[src/rtl/insertar_ficha.sv]
// insertar_ficha: writes a 2/4 tile into a pseudo-randomly chosen empty cell taken from the zero-finder list.
// Optional INSERTAR_FORZADO_EN adds forzar/indice_forzado to override the random pick deterministically.
module insertar_ficha #(
   parameter logic [15:0] SEMILLA    = 16'hACE1,
   parameter int          VALOR_BAJO = 2,
   parameter int          VALOR_ALTO = 4
) (
   input  logic        clk,
   input  logic        rst_n,
   input  logic        start,
`ifdef INSERTAR_FORZADO_EN
   input  logic        forzar,
   input  logic [3:0]  indice_forzado,
`endif
   input  logic [31:0] matriz_entrada [4][4],
   input  logic [31:0] lista [16],
   input  logic [31:0] contador,
   output logic [31:0] matriz_salida [4][4],
   output logic [3:0]  posicion,
   output logic [31:0] valor,
   output logic        ocupado,
   output logic        done,
   output logic        lleno
);
   typedef enum logic [1:0] {IDLE, MODULO, ESCRIBIR, VACIO} estado_t;
   localparam logic [15:0] SEMILLA_OK = (SEMILLA == 16'h0) ? 16'h0001 : SEMILLA;
   estado_t     estado_q, estado_d;
   logic [15:0] lfsr_q;
   logic [31:0] tab_q [4][4];
   logic [31:0] lista_q [16];
   logic [31:0] sal_q [4][4];
   logic [4:0]  cnt_q, cnt_ini;
   logic [3:0]  r_q, r_ini, pos_q;
   logic        alto_q, alto_ini, vacio_in, valido, done_q, lleno_q;
   logic [31:0] valor_q, nuevo, p;
   always_ff @(posedge clk) begin
      if (!rst_n) begin
         estado_q <= IDLE;
         lfsr_q   <= SEMILLA_OK;
         pos_q    <= '0;
         valor_q  <= '0;
         done_q   <= 1'b0;
         lleno_q  <= 1'b0;
         for (int i = 0; i < 4; i++)
            for (int j = 0; j < 4; j++)
               sal_q[i][j] <= '0;
      end else begin
         estado_q <= estado_d;
         lfsr_q   <= {lfsr_q[14:0], lfsr_q[15] ^ lfsr_q[13] ^ lfsr_q[12] ^ lfsr_q[10]};
         done_q   <= estado_q == ESCRIBIR;
         if (estado_q == IDLE && start) begin
            tab_q   <= matriz_entrada;
            lista_q <= lista;
            cnt_q   <= cnt_ini;
            r_q     <= r_ini;
            alto_q  <= alto_ini;
         end
         if (estado_q == MODULO && {1'b0, r_q} >= cnt_q)
            r_q <= r_q - cnt_q[3:0];
         // the empty case reaches here via VACIO with cnt_q==0, so it never writes
         if (estado_q == ESCRIBIR) begin
            lleno_q <= !valido;
            sal_q   <= tab_q;
            if (valido) begin
               sal_q[p[3:2]][p[1:0]] <= nuevo;
               pos_q   <= p[3:0];
               valor_q <= nuevo;
            end
         end
      end
   end
   always_comb begin
      estado_d = (estado_q == IDLE)   ? (start ? (vacio_in ? VACIO : MODULO) : IDLE) :
                 (estado_q == MODULO) ? (({1'b0, r_q} >= cnt_q) ? MODULO : ESCRIBIR) :
                 (estado_q == VACIO)  ? ESCRIBIR : IDLE;
   end
   always_comb begin
      vacio_in = contador[31] || contador == 32'd0;
      cnt_ini  = vacio_in ? 5'd0 : (contador > 32'd16) ? 5'd16 : contador[4:0];
`ifdef INSERTAR_FORZADO_EN
      r_ini    = forzar ? indice_forzado : lfsr_q[3:0];
      alto_ini = !forzar && lfsr_q[7:4] == 4'd0;
`else
      r_ini    = lfsr_q[3:0];
      alto_ini = lfsr_q[7:4] == 4'd0;
`endif
      p             = lista_q[r_q];
      valido        = cnt_q != 5'd0 && p[31:4] == 28'd0;
      nuevo         = alto_q ? 32'(VALOR_ALTO) : 32'(VALOR_BAJO);
      matriz_salida = sal_q;
      posicion      = pos_q;
      valor         = valor_q;
      ocupado       = estado_q != IDLE;
      done          = done_q;
      lleno         = lleno_q;
   end
endmodule
[config.mk]
export PLATFORM = sky130hd
export DESIGN_NAME = insertar_ficha
export DESIGN_NICKNAME = d
export VERILOG_FILES = /design/src/rtl/insertar_ficha.sv
export SDC_FILE = /design/constraint.sdc
export NUM_CORES = 2
export LEC_CHECK = 0
export BUFFER_PORTS_ARGS = -buffer_cell sky130_fd_sc_hd__buf_2
export CAP_MARGIN = 20
export CORE_AREA = 2 2 636 638
export CTS_CLUSTER_DIAMETER = 60
export DETAILED_ROUTE_END_ITERATION = 16
export DIE_AREA = 0 0 638 640
export SLEW_MARGIN = 25
export SYNTH_ARGS = -nofsm -noshare
export SYNTH_HDL_FRONTEND = slang
export SYNTH_SLANG_ARGS = --single-unit
export TNS_END_PERCENT = 100
[constraint.sdc]
create_clock -name clk -period 29.9 [get_ports clk]
set_input_delay 4.485 -clock clk [delete_from_list [all_inputs] [get_ports clk]]
set_output_delay 4.485 -clock clk [all_outputs]
set_load 0.005 [all_outputs]
== Word-level counts from Yosys, hierarchy flattened ==
Cells that the tools add are included.

* Bits of input ports: 1059
* Bits in registers: 1602

* Bitwise logic cells: 6
* $lt $le $gt $ge: 7
* Multiplexer cells: 19
* Reduce and logical (&&, ||, !) cells: 18
* Equal/unequal tests: 3
* Add/subtract/negate cells: 1

{| class="wikitable"
|+ Operators by type and width
! kind !! number
|-
| $bwmux W512 || 1
|-
| $mux W512 || 1
|-
| $demux W128 S2 || 1
|-
| $bmux W32 S4 || 1
|-
| $mux W128 || 1
|-
| $mux W32 || 3
|-
| $demux W32 S2 || 1
|-
| $gt A32 B5 Y1 const B || 1
|-
| $logic_not A32 Y1 || 1
|-
| $logic_not A28 Y1 || 1
|-
| $mux W2 || 6
|-
| $mux W4 || 2
|-
| $ge A3 B3 Y1 const B || 2
|-
| $lt A3 B1 Y1 const B || 2
|-
| $not A2 Y3 || 2
|-
| $reduce_and A2 Y1 || 3
|-
| $ge A4 B5 Y1 || 1
|-
| $ge A5 B5 Y1 const B || 1
|-
| $logic_and A1 B1 Y1 || 5
|-
| $mux W5 || 1
|-
| $not A4 Y5 || 1
|-
| $reduce_bool A5 Y1 || 1
|-
| $eq A2 B2 Y1 const B || 2
|-
| $logic_not A4 Y1 || 1
|-
| other kinds (9) || 12
|}

== Longest topological paths before layout ==
* Word-level depth: 13
* Depth in mapped cells: 13

== Worst setup path after synthesis ==
OpenSTA, ideal clock, no wires.

* Path type: input-to-reg
* From: in rst_n
* To: reg alto_q (enable)
* Arrival: 28.316 ns
* Stages on the path: 3
* Setup slack: 0.035 ns
* Setup time: 1.549 ns
* Data required time: 28.351 ns
* Cells stage by stage: clkbuf_1 -> clkbuf_1 -> and3_1

* Word-level cells in the longest chain between the ends: 1

{| class="wikitable"
|+ Ends and longest elaborated chain
! what !! RTL line !! text
|-
| start, declared || 9 || <nowiki>input logic rst_n,</nowiki>
|-
| $reduce_and A2 Y1 (no source line) || n/a ||
|-
| end signal, assigned || 56 || <nowiki>alto_q <= alto_ini;</nowiki>
|-
| end, declared || 34 || <nowiki>logic alto_q, alto_ini, vacio_in, valido, done_q, lleno_q;</nowiki>
|}

No other way between the ends.
A chain may end at the register's enable or synchronous reset.

== Worst setup path after layout ==
* From: in rst_n
* To: reg lista_q[234] (netlist name) (enable)

* Word-level cells in the longest chain between the ends: 1

{| class="wikitable"
|+ Ends and longest elaborated chain
! what !! RTL line !! text
|-
| $reduce_and A2 Y1 (no source line) || n/a ||
|-
| end signal, assigned || 53 || <nowiki>lista_q <= lista;</nowiki>
|-
| end, declared || 30 || <nowiki>logic [31:0] lista_q [16];</nowiki>
|}

No other way between the ends.

==> results.md <==
- Status: completed
- Final setup fails: 0
- # port buffers: 1579
- R2r startpoint: r_q[0]
- Reg-to-reg setup timing slack: roughly 25 ns
- Hold EP: lfsr_q[15]
- Setup TNS: 0 ns
- Cts repair resizes: 0
- Syn Std Cell Area: about 53000 um2
- CTS tree: yes
- Cts hold-fix bufs: 0
- Hold Path Depth: 1
- Minimum clock period: 7.680 ns
- Final Hold Vio Count: 0
- CTS clock-pin slew for the worst setup and hold paths: about 0.060 ns
- Total GRT Usage: 13.31%
- Global routing's busiest layer: met2
- Synthesized area per cell: 15.92 um2
- Hpwl dp: between 200000 and 250000 um
- Met2 Use GR: 22.36%
- Vias in the first global route: 34316
- Data arrival, critical path: 8.13 ns
- CP max FO: 179
- Chip width: 638 um
- Slew @ Worst Pin: 1.138 ns
- GP Congestion: 0.9256
- Clock Path Buffers: 4
- Layout cells sized above 1: 39.32%
- Worst Hold Slack: 0.4194 ns
- Ports: 1610
- Largest net degree at the start of global routing: 183
- Synth Flop Type: edfxtp_1
- Remaining antenna violation count: 0
- Power per cell area: ~70 nW/um2
- Ys Warns: 0
- Max-slew violation count: 0
- Crit path capture type: flip-flop
- Initial DRC count: 3819
- Period utilisation layout: between 20% and 30%
- Cell Area, Placed: 66780 um2
- Total Die Area: 408300 um2
- Initial Util: 13.08%
- Critical Path Start Type: primary input
- Layout Cell Area excl Fill: 73170 um2
- Post-synth ARST share: 0%
- Layout net count: between 6000 and 7000
- Core area: between 400000 and 500000 um2
- Leakage: approximately 28 nW
- Netlist cell types: 54
- Routed len/inst: 27.37 um
- Hold WC Path Type: reg2reg
- Fmax: 0.1302 GHz
- Share of the synthesized area in the top cell type: 59.12%
- Largest area contributor in the netlist: edfxtp_1
- HP Start: lfsr_q[14]
- Global-route wire length before repair: between 300000 and 400000 um
- Layout Skew: 0.07861 ns
- CTS buffer count: 189
- DRT Pass-1 Iters: 6
- RSZ-0062 raised after global routing: no
- Count leader, synth: edfxtp_1
- Rows: 233
- Sequential fraction of the synthesis area: between 70% and 80%
- Via count: 35797
- Final Routed Wirelength: 285700 um
- Synth cell count leaders: edfxtp_1 (1034), dfxtp_1 (538), nand2_1 (401)
- Reg2reg end: matriz_salida[63]
- Worst-skew pair later-pin latency: 0.90 ns
- Area grow syn2layout: 39.32%
- Die Y: around 640 um
- Number of synthesized flops with an enable pin: 1034
- Synth Register Bits: 1572
- Post-CTS setup buffers: 0
- Critical path class: in2reg
- Total of max-cap violations: 0
- Remaining Overflow, GRT: 0
- Met3 usage in global routing: 6.245%
- Slew headroom: 24.12%
- Synth top area cells: edfxtp_1 (59%), dfxtp_1 (21%), a22o_1 (5.0%)
- WP data required: 30.35 ns
- CTS root buffer: clkbuf_16
- # DRC: 0
- Initial antenna violation count: 155
- Htree depth: 4
- Worst Reg2Reg Path Length in Cells: 10
- M1 GR Usage: 14.64%
- Clock sinks: 1572
- Cells after Synth: 3298
- VDD IR max: 0.00005972 V
- Avg Vias per Cell: around 3.4
[cell families after synthesis]
group / after synthesis / synth area share (%)
and+or+nand+nor: 860 / 8.634
AOI/OAI and AO/OA: 585 / 7.964
muxes: 45 / 1.437
xor gates and xnor gates: 6 / 0.1001
adders and majority gates: 5 / 0.1334
buffers and inverters: 224 / 2.094
DFF: 1572 / 79.63
other: 1 / 0.007140
[where the power goes]
part           switching, mW  total [mW]  internal, mW
sequential            0.0509        2.48          2.43
combinational          0.223       0.338         0.115
clock                  0.979        2.28          1.30
total                   1.25        5.10          3.84
[flip-flops by register name, indices dropped and copies added (netlist names)]
register and cells:
r_q 4, lfsr_q 16, alto_q 1, lleno 1
tab_q 512, posicion 4, valor 2, matriz_salida 512
cnt_q 5, lista_q 512, estado_q 2, done 1
[metal layers]
layer / up-vias / routed length, um
li1: 15727 / -
met1: 17555 / 103300
met2: 1965 / 137200
met3: 520 / 33910
met4: 30 / 11090
met5: - / 191
[cell type report]
type	instances	area, um2
diodes	50	125.1
clock buffers	258	5248
clock inverters	93	927.1
fillers	43540	328300
inverters	12	45.04
multi-input cells	1531	9905
flip-flops and latches	1572	41820
well taps	5287	6615
repair buffers	1638	8482
[how the worst max path moves through the flow]
stage                   end  cells past startpoint  slack (ns)   from
2_1_floorplan        alto_q                      3        0.03  rst_n
3_3_place_gp   lista_q[510]                      5       21.42  rst_n
3_5_place_dp   lista_q[510]                      5       21.35  rst_n
4_1_cts        lista_q[234]                      5       22.31  rst_n
5_1_grt        lista_q[234]                      5       21.99  rst_n
6_report       lista_q[234]                      5       22.22  rst_n
[worst max-delay path, stage by stage]
cell	delay (ns)
buf_6	0.30
and3_4	0.67
buf_4	0.81
buf_4	0.80
buf_12	0.64
[cells in the final DEF, fill, tap and decap left out, drive strengths merged, types with 3 or more instances in the layout]
| master | n |
|---|---|
| a221o | 3 |
| bufinv | 5 |
| o21ai | 221 |
| nor2 | 26 |
| mux2 | 3 |
| a31oi | 3 |
| nor3 | 39 |
| diode | 50 |
| mux2i | 18 |
| nand4 | 20 |
| ha | 4 |
| nor2b | 14 |
| clkinvlp | 5 |
| clkbuf | 258 |
| and2 | 196 |
| a221oi | 3 |
| nor3b | 5 |
| or4 | 6 |
| clkinv | 58 |
| nand2 | 401 |
| a21oi | 21 |
| dfxtp | 538 |
| nand3 | 20 |
| xor2 | 5 |
| nor4b | 6 |
| nor4 | 117 |
| inv | 37 |
| edfxtp | 1034 |
| a211oi | 20 |
| buf | 1638 |
| a22o | 300 |
| mux4 | 24 |
| nand2b | 8 |
| conb | 30 |
[through the flow]
stage | std cells | util (%) | power [mW] | setup WS [ns]
floorplan | 3327 | - | 2.713 | 0.03462
global placement | 10036 | 16.63 | 2.873 | 21.42
detailed placement | 10037 | 16.64 | 2.876 | 21.35
CTS | 10388 | 18.17 | 5.166 | 22.31
global route | 10427 | 18.22 | 5.274 | 21.99
finish | 10441 | 18.23 | 5.097 | 22.22
Power figures use the tool's default switching activity.
